<file path="src/rtl/memory_arbiter.sv">
// Two-requester RAM arbiter: data side has priority over instruction fetch.
// Optional instruction anti-starvation: define ARB_FAIRNESS_EN.
module memory_arbiter #(
    parameter int STARVE_LIMIT = 4
) (
    input  logic        CLK,
    input  logic        nRST,
    input  logic        iREN,
    input  logic [31:0] iaddr,
    output logic        iwait,
    output logic [31:0] iload,
    input  logic        dREN,
    input  logic        dWEN,
    input  logic [31:0] daddr,
    input  logic [31:0] dstore,
    output logic        dwait,
    output logic [31:0] dload,
    output logic        ramREN,
    output logic        ramWEN,
    output logic [31:0] ramaddr,
    output logic [31:0] ramstore,
    input  logic [31:0] ramload,
    input  logic        ram_ready,
    output logic        grant_d
);

    typedef enum logic [1:0] {IDLE, I_ACC, D_ACC} state_t;

    state_t      state_q, state_d;
    logic [31:0] addr_q, addr_d;
    logic [31:0] store_q, store_d;
    logic        ren_q, ren_d;
    logic        wen_q, wen_d;
    logic        grant_d_q, grant_d_d;

    logic d_req, starved, grant_i, grant_dside, i_done, d_done;

`ifdef ARB_FAIRNESS_EN
    localparam int CNT_W = $clog2(STARVE_LIMIT + 1);
    logic [CNT_W-1:0] starve_q, starve_d;

    assign starved = iREN && (starve_q == CNT_W'(STARVE_LIMIT));

    // Counts back-to-back data grants only while a fetch is actually waiting.
    always_comb begin
        starve_d = starve_q;
        if (!iREN || grant_i)
            starve_d = '0;
        else if (grant_dside)
            starve_d = starve_q + 1'b1;
    end

    always_ff @(posedge CLK or negedge nRST) begin
        if (!nRST)
            starve_q <= '0;
        else
            starve_q <= starve_d;
    end
`else
    assign starved = 1'b0;

    // The limit only matters when fairness is built in.
    if (STARVE_LIMIT < 0) begin : g_limit_unused
    end
`endif

    assign d_req       = dREN | dWEN;
    assign grant_dside = (state_q == IDLE) && d_req && !starved;
    assign grant_i     = (state_q == IDLE) && iREN && (!d_req || starved);
    assign i_done      = (state_q == I_ACC) && ram_ready;
    assign d_done      = (state_q == D_ACC) && ram_ready;

    always_comb begin
        state_d   = state_q;
        addr_d    = addr_q;
        store_d   = store_q;
        ren_d     = ren_q;
        wen_d     = wen_q;
        grant_d_d = grant_d_q;
        case (state_q)
            IDLE: begin
                // Write wins when both data strobes are up.
                if (grant_dside) begin
                    state_d   = D_ACC;
                    addr_d    = daddr;
                    store_d   = dstore;
                    ren_d     = !dWEN;
                    wen_d     = dWEN;
                    grant_d_d = 1'b1;
                end else if (grant_i) begin
                    state_d   = I_ACC;
                    addr_d    = iaddr;
                    store_d   = '0;
                    ren_d     = 1'b1;
                    wen_d     = 1'b0;
                    grant_d_d = 1'b0;
                end
            end
            I_ACC, D_ACC: begin
                if (ram_ready) begin
                    state_d = IDLE;
                    ren_d   = 1'b0;
                    wen_d   = 1'b0;
                end
            end
            default: begin
                state_d = IDLE;
                ren_d   = 1'b0;
                wen_d   = 1'b0;
            end
        endcase
    end

    always_ff @(posedge CLK or negedge nRST) begin
        if (!nRST) begin
            state_q   <= IDLE;
            addr_q    <= '0;
            store_q   <= '0;
            ren_q     <= 1'b0;
            wen_q     <= 1'b0;
            grant_d_q <= 1'b0;
        end else begin
            state_q   <= state_d;
            addr_q    <= addr_d;
            store_q   <= store_d;
            ren_q     <= ren_d;
            wen_q     <= wen_d;
            grant_d_q <= grant_d_d;
        end
    end

    // A withdrawn request still finishes its access; the wait flags simply
    // follow the live request, so nothing is reported to a departed requester.
    assign iwait    = iREN && !i_done;
    assign dwait    = d_req && !d_done;
    assign iload    = i_done ? ramload : '0;
    assign dload    = d_done ? ramload : '0;
    assign ramREN   = ren_q;
    assign ramWEN   = wen_q;
    assign ramaddr  = addr_q;
    assign ramstore = store_q;
    assign grant_d  = grant_d_q;

endmodule

</file>
<file path="config.mk">
export PLATFORM = sky130hd
export DESIGN_NAME = memory_arbiter
export DESIGN_NICKNAME = d
export VERILOG_FILES = /design/src/rtl/memory_arbiter.sv
export SDC_FILE = /design/constraint.sdc
export NUM_CORES = 1
export LEC_CHECK = 0
export CORE_MARGIN = 4
export CORE_UTILIZATION = 30
export CTS_BUF_LIST = sky130_fd_sc_hd__clkbuf_16
export DETAILED_ROUTE_END_ITERATION = 16
export DONT_BUFFER_PORTS = 1
export PLACE_DENSITY_LB_ADDON = 0.25
export SLEW_MARGIN = 15
export SYNTH_ARGS = -nofsm -noshare
export SYNTH_HDL_FRONTEND = slang
export SYNTH_SLANG_ARGS = --single-unit
</file>
<file path="constraint.sdc">
create_clock -name CLK -period 2.3 [get_ports CLK]
set_clock_uncertainty 0.05 [all_clocks]
set_input_delay 0.46 -clock CLK [delete_from_list [all_inputs] [get_ports CLK]]
set_output_delay 0.46 -clock CLK [all_outputs]
set_load 0.02 [all_outputs]
</file>
==> impl_summary.md, run 1 <==
Outcome
The run finished with clean final reports.

Floorplanning
Pin placement for this block handled 267 I/O pins. The placeable core region is 0.0111 mm^2. Measured along the y axis, the die boundary spans 115 um. Once the floorplan was initialized, standard cells occupied 31.2% of the core.

The width of the die is 115 um. The site row count is 38. The die area is 0.0133 mm^2.

Placement
Detailed placement ended at an HPWL of 7350 um. The total cell area at the placement stage is 0.00358 mm^2. The last weighted congestion value of the routability-driven placer is 0.704. The worst slack at placement is 0.193 ns. The number of port buffers is 0.

Timing
Setup violations remaining at the end of the flow were counted as 0. The worst hold slack is 0.225 ns. Based on the critical path, the design can be clocked at up to 469 MHz. Once routing completed, OpenROAD measured the worst setup slack at 0.169 ns. The count of endpoints failing hold in the final timing report is 0. The number of slew-limit violations in the final report was 0. The time the worst path needs with I/O delays and setup is 2.13 ns.

Of the available clock period, the critical path in the final layout requires 92.7%. The final sum of negative setup slack is 0 ns. Setup repair after global routing left no endpoint under its margin. Headroom to the max-slew limit came out at 35.8%.

The slew at the pin closest to its max-slew limit is 0.959 ns.

Logic synthesis
After synthesis the cells add up to 0.00346 mm^2. The dominant register cell in the synthesized netlist is dfrtp_1. When the netlist entered floorplanning its net count stood at 421. After Yosys synthesis, XOR and XNOR cells account for 0% of the synthesized area. The synthesized-area fraction occupied by and/or/nand/nor cells is 12.6%. The average size of a mapped cell is 12.2 um^2.

The total number of yosys warnings is 0. The compound-gate portion of the synthesized area is 10.1%. Counting flops with a built-in enable in the synthesized netlist gives 0. The share of the synthesized area in the top cell type is 49.9%.

The biggest area contributor in the post-synthesis netlist is dfrtp_1. Counting distinct cell types in the post-synthesis netlist gives 22. The async set-reset flop share out of synthesis is 100%. Sorting the synthesized cells by area gives the leading types as dfrtp_1 (50%), mux2_2 (20%), and3_1 (12%), a22o_1 (8.1%), mux2_1 (1.6%).

The largest family of logic cells by synthesized area is multiplexers. The sequential share of the synthesized area is 49.9%. After technology mapping, the gate count stands at 283.

The synthesis-stage register bit count is 69. The synthesized netlist devotes 1.45% of its cell area to adder and majority cells. The mux share of post-synthesis cell area is 22.0%.

Clock tree
The number of sinks handled by clock tree synthesis is 69. The clock-pin slew on the worst setup and hold paths is 0.06 ns. The buffer type at the clock tree root is clkbuf_16. The longest clock path from root to sink contains 2 buffers.

Counting the buffers created by CTS gives 9. The insertion delay of the later-clocked pin in the worst-skew pair is 0.32 ns. After clock tree synthesis, the setup repair step added 0 buffers. The TritonCTS clock tree is built.

The clock tree synthesis step divided the H-tree into 3 levels.

Global route
The initial antenna violation count came to 0. The wire length of the first global-routing pass is 14000 um. The remaining global-route overflow is 0. The largest net degree at the start of global routing is 70. Global routing consumed, over all layers together, 14.0% of the routing resources. The via count of the first global-routing pass is 2414.

Setup path
Along the worst path, the maximum fanout reaches 33. The worst setup path is launched from a register. The setup path with the least slack is of type register to output pin. The worst setup path is captured at an output pin. The critical path required time is 1.79 ns. The reg-to-reg startpoint is state_q[0]. Data arrives at the worst endpoint at 1.62 ns. The most critical setup path has its startpoint at state_q[0].

Routing
The detailed-routing iteration count for the pre-antenna-repair pass is 4. Wires add up to 9750 um. Dividing the detail-routed via count by the number of cells gives 5.56. The post-detailed-route DRC marker count is 0. The total number of vias is 2339. The first routing iteration left 108 violations. Dividing the detail-routed wire length by the instance count gives 23.2 um. In this run the remaining antenna-violating nets after routing total 0.

Final layout
Compared with the post-synthesis result, the final layout area differs by 14.2%. The number of nets in the final layout is 414. The number of antenna diodes in the final layout is 0. In the layout the commonest cells are dfrtp_1 (69), and3_1 (64), mux2_2 (60). The share of cells above drive strength 1 is 31.0%. The filler cells instantiated in the layout total 1068.

The most common library cell in the layout ignoring fill and taps is dfrtp_1. The area of all placed cells without fillers is 0.00395 mm^2. The post-route core utilization is 35.7%.

Power
IR analysis of the VDD net gives a maximum drop of 0.713 mV. The total power density per cell area is 1690 mW/mm^2. In this run the static leakage power is 0.00192 uW.

Flow run
The total of max-cap violations is 0.

Min path
The origin of the worst min-delay path is dstore[8]. The class of the worst hold path is primary input to register.
-- layer usage --
metal | GRT usage [%] | up-vias | part of all wire (%)
met2 | 24.8 | 170 | 52
li1 | - | 1024 | -
met3 | 6.16 | 7 | 13
met5 | 0 | - | 0
met1 | 14.8 | 1138 | 35
met4 | 4.93 | 0 | 1.1
-- final cells by class --
cell class / count / area (um^2) / share of cell area [%]
sequential: 69 / 1730 / 43.7
multi-input combinational: 183 / 1620 / 40.9
clock buffer: 9 / 225 / 5.70
tap: 140 / 175 / 4.43
clock inverter: 7 / 97.6 / 2.47
timing repair buffer: 7 / 87.6 / 2.22
inverter: 6 / 22.5 / 0.570
-- cell usage after synthesis (all sizes together) (3+ instances only) --
| cell type | count |
|---|---|
| clkbuf | 13 |
| ha | 4 |
| inv | 6 |
| nand2 | 3 |
| mux2 | 65 |
| a22o | 32 |
| and3 | 64 |
| mux2i | 3 |
| dfrtp | 69 |
| nor2 | 3 |
| o21ai | 3 |
| buf | 12 |
-- per-stage QoR --
stage	instances	power (uW)
final	421	6690
after floorplan	283	4770
after detailed placement	403	5230
after global routing	421	7120
after global placement	403	5180
after CTS	421	6790
-- worst paths after layout --
kind                               end  slack (ns)  depth (start not counted)
max reg2reg                ramaddr[15]        0.28                          6
min in group asynchronous  ramstore[7]        0.63                          2
max                              dwait        0.17                          4
min                        ramstore[8]        0.23                          1
max in group asynchronous   state_q[1]        1.29                          2
min reg2reg                 state_q[1]        0.59                          2
-- sequential cells by signal (all words and copies together), names as in the netlist --
signal,count
ramaddr,32
ramstore,32
state_q,2
grant_d,1
ramREN,1
ramWEN,1
-- logic make-up after synthesis --
| logic type | Yosys count |
|---|---|
| AND/OR/NAND/NOR | 71 |
| AO/OA/AOI/OAI | 40 |
| multiplexers | 68 |
| adder cells (fa/ha/maj) | 4 |
| flip-flops | 69 |
| buffers and inverters | 31 |
-- critical path, stage by stage, from the launching register on --
cell and delay [ns]:
dfrtp_1 0.39, inv_1 0.10, ha_1 0.20, buf_4 0.20
a21oi_1 0.40
-- report_power, final --
part	leakage, uW	internal, uW	switching [uW]
registers	0.000839	1810	1150
clock network	0.000152	954	536
logic	0.000931	1120	1120
-- what timing repair did --
action                                  4_1_cts  5_1_grt
endpoints found under the setup margin       19       19
hold endpoints to repair                     69        0
hold buffers                                  2        0
pin swaps                                     0        0
cloned                                        0        0
gates resized for setup                       1        1
Power figures use the tool's default switching activity.
==> inputs of run 2 (changes only) <==
--- a/config.mk
+++ b/config.mk
@@ -11,7 +11,6 @@
 export DETAILED_ROUTE_END_ITERATION = 16
 export DONT_BUFFER_PORTS = 1
 export PLACE_DENSITY_LB_ADDON = 0.25
-export SLEW_MARGIN = 15
 export SYNTH_ARGS = -nofsm -noshare
 export SYNTH_HDL_FRONTEND = slang
 export SYNTH_SLANG_ARGS = --single-unit
==> results of run 2 <==
Final layout, timing and power as in run 1 (identical DEF).
==> inputs of run 3 (changes only) <==
--- a/config.mk
+++ b/config.mk
@@ -14,3 +14,4 @@
 export SYNTH_ARGS = -nofsm -noshare
 export SYNTH_HDL_FRONTEND = slang
 export SYNTH_SLANG_ARGS = --single-unit
+export TNS_END_PERCENT = 30
==> results of run 3 <==
Final layout, timing and power as in run 1 (identical DEF).
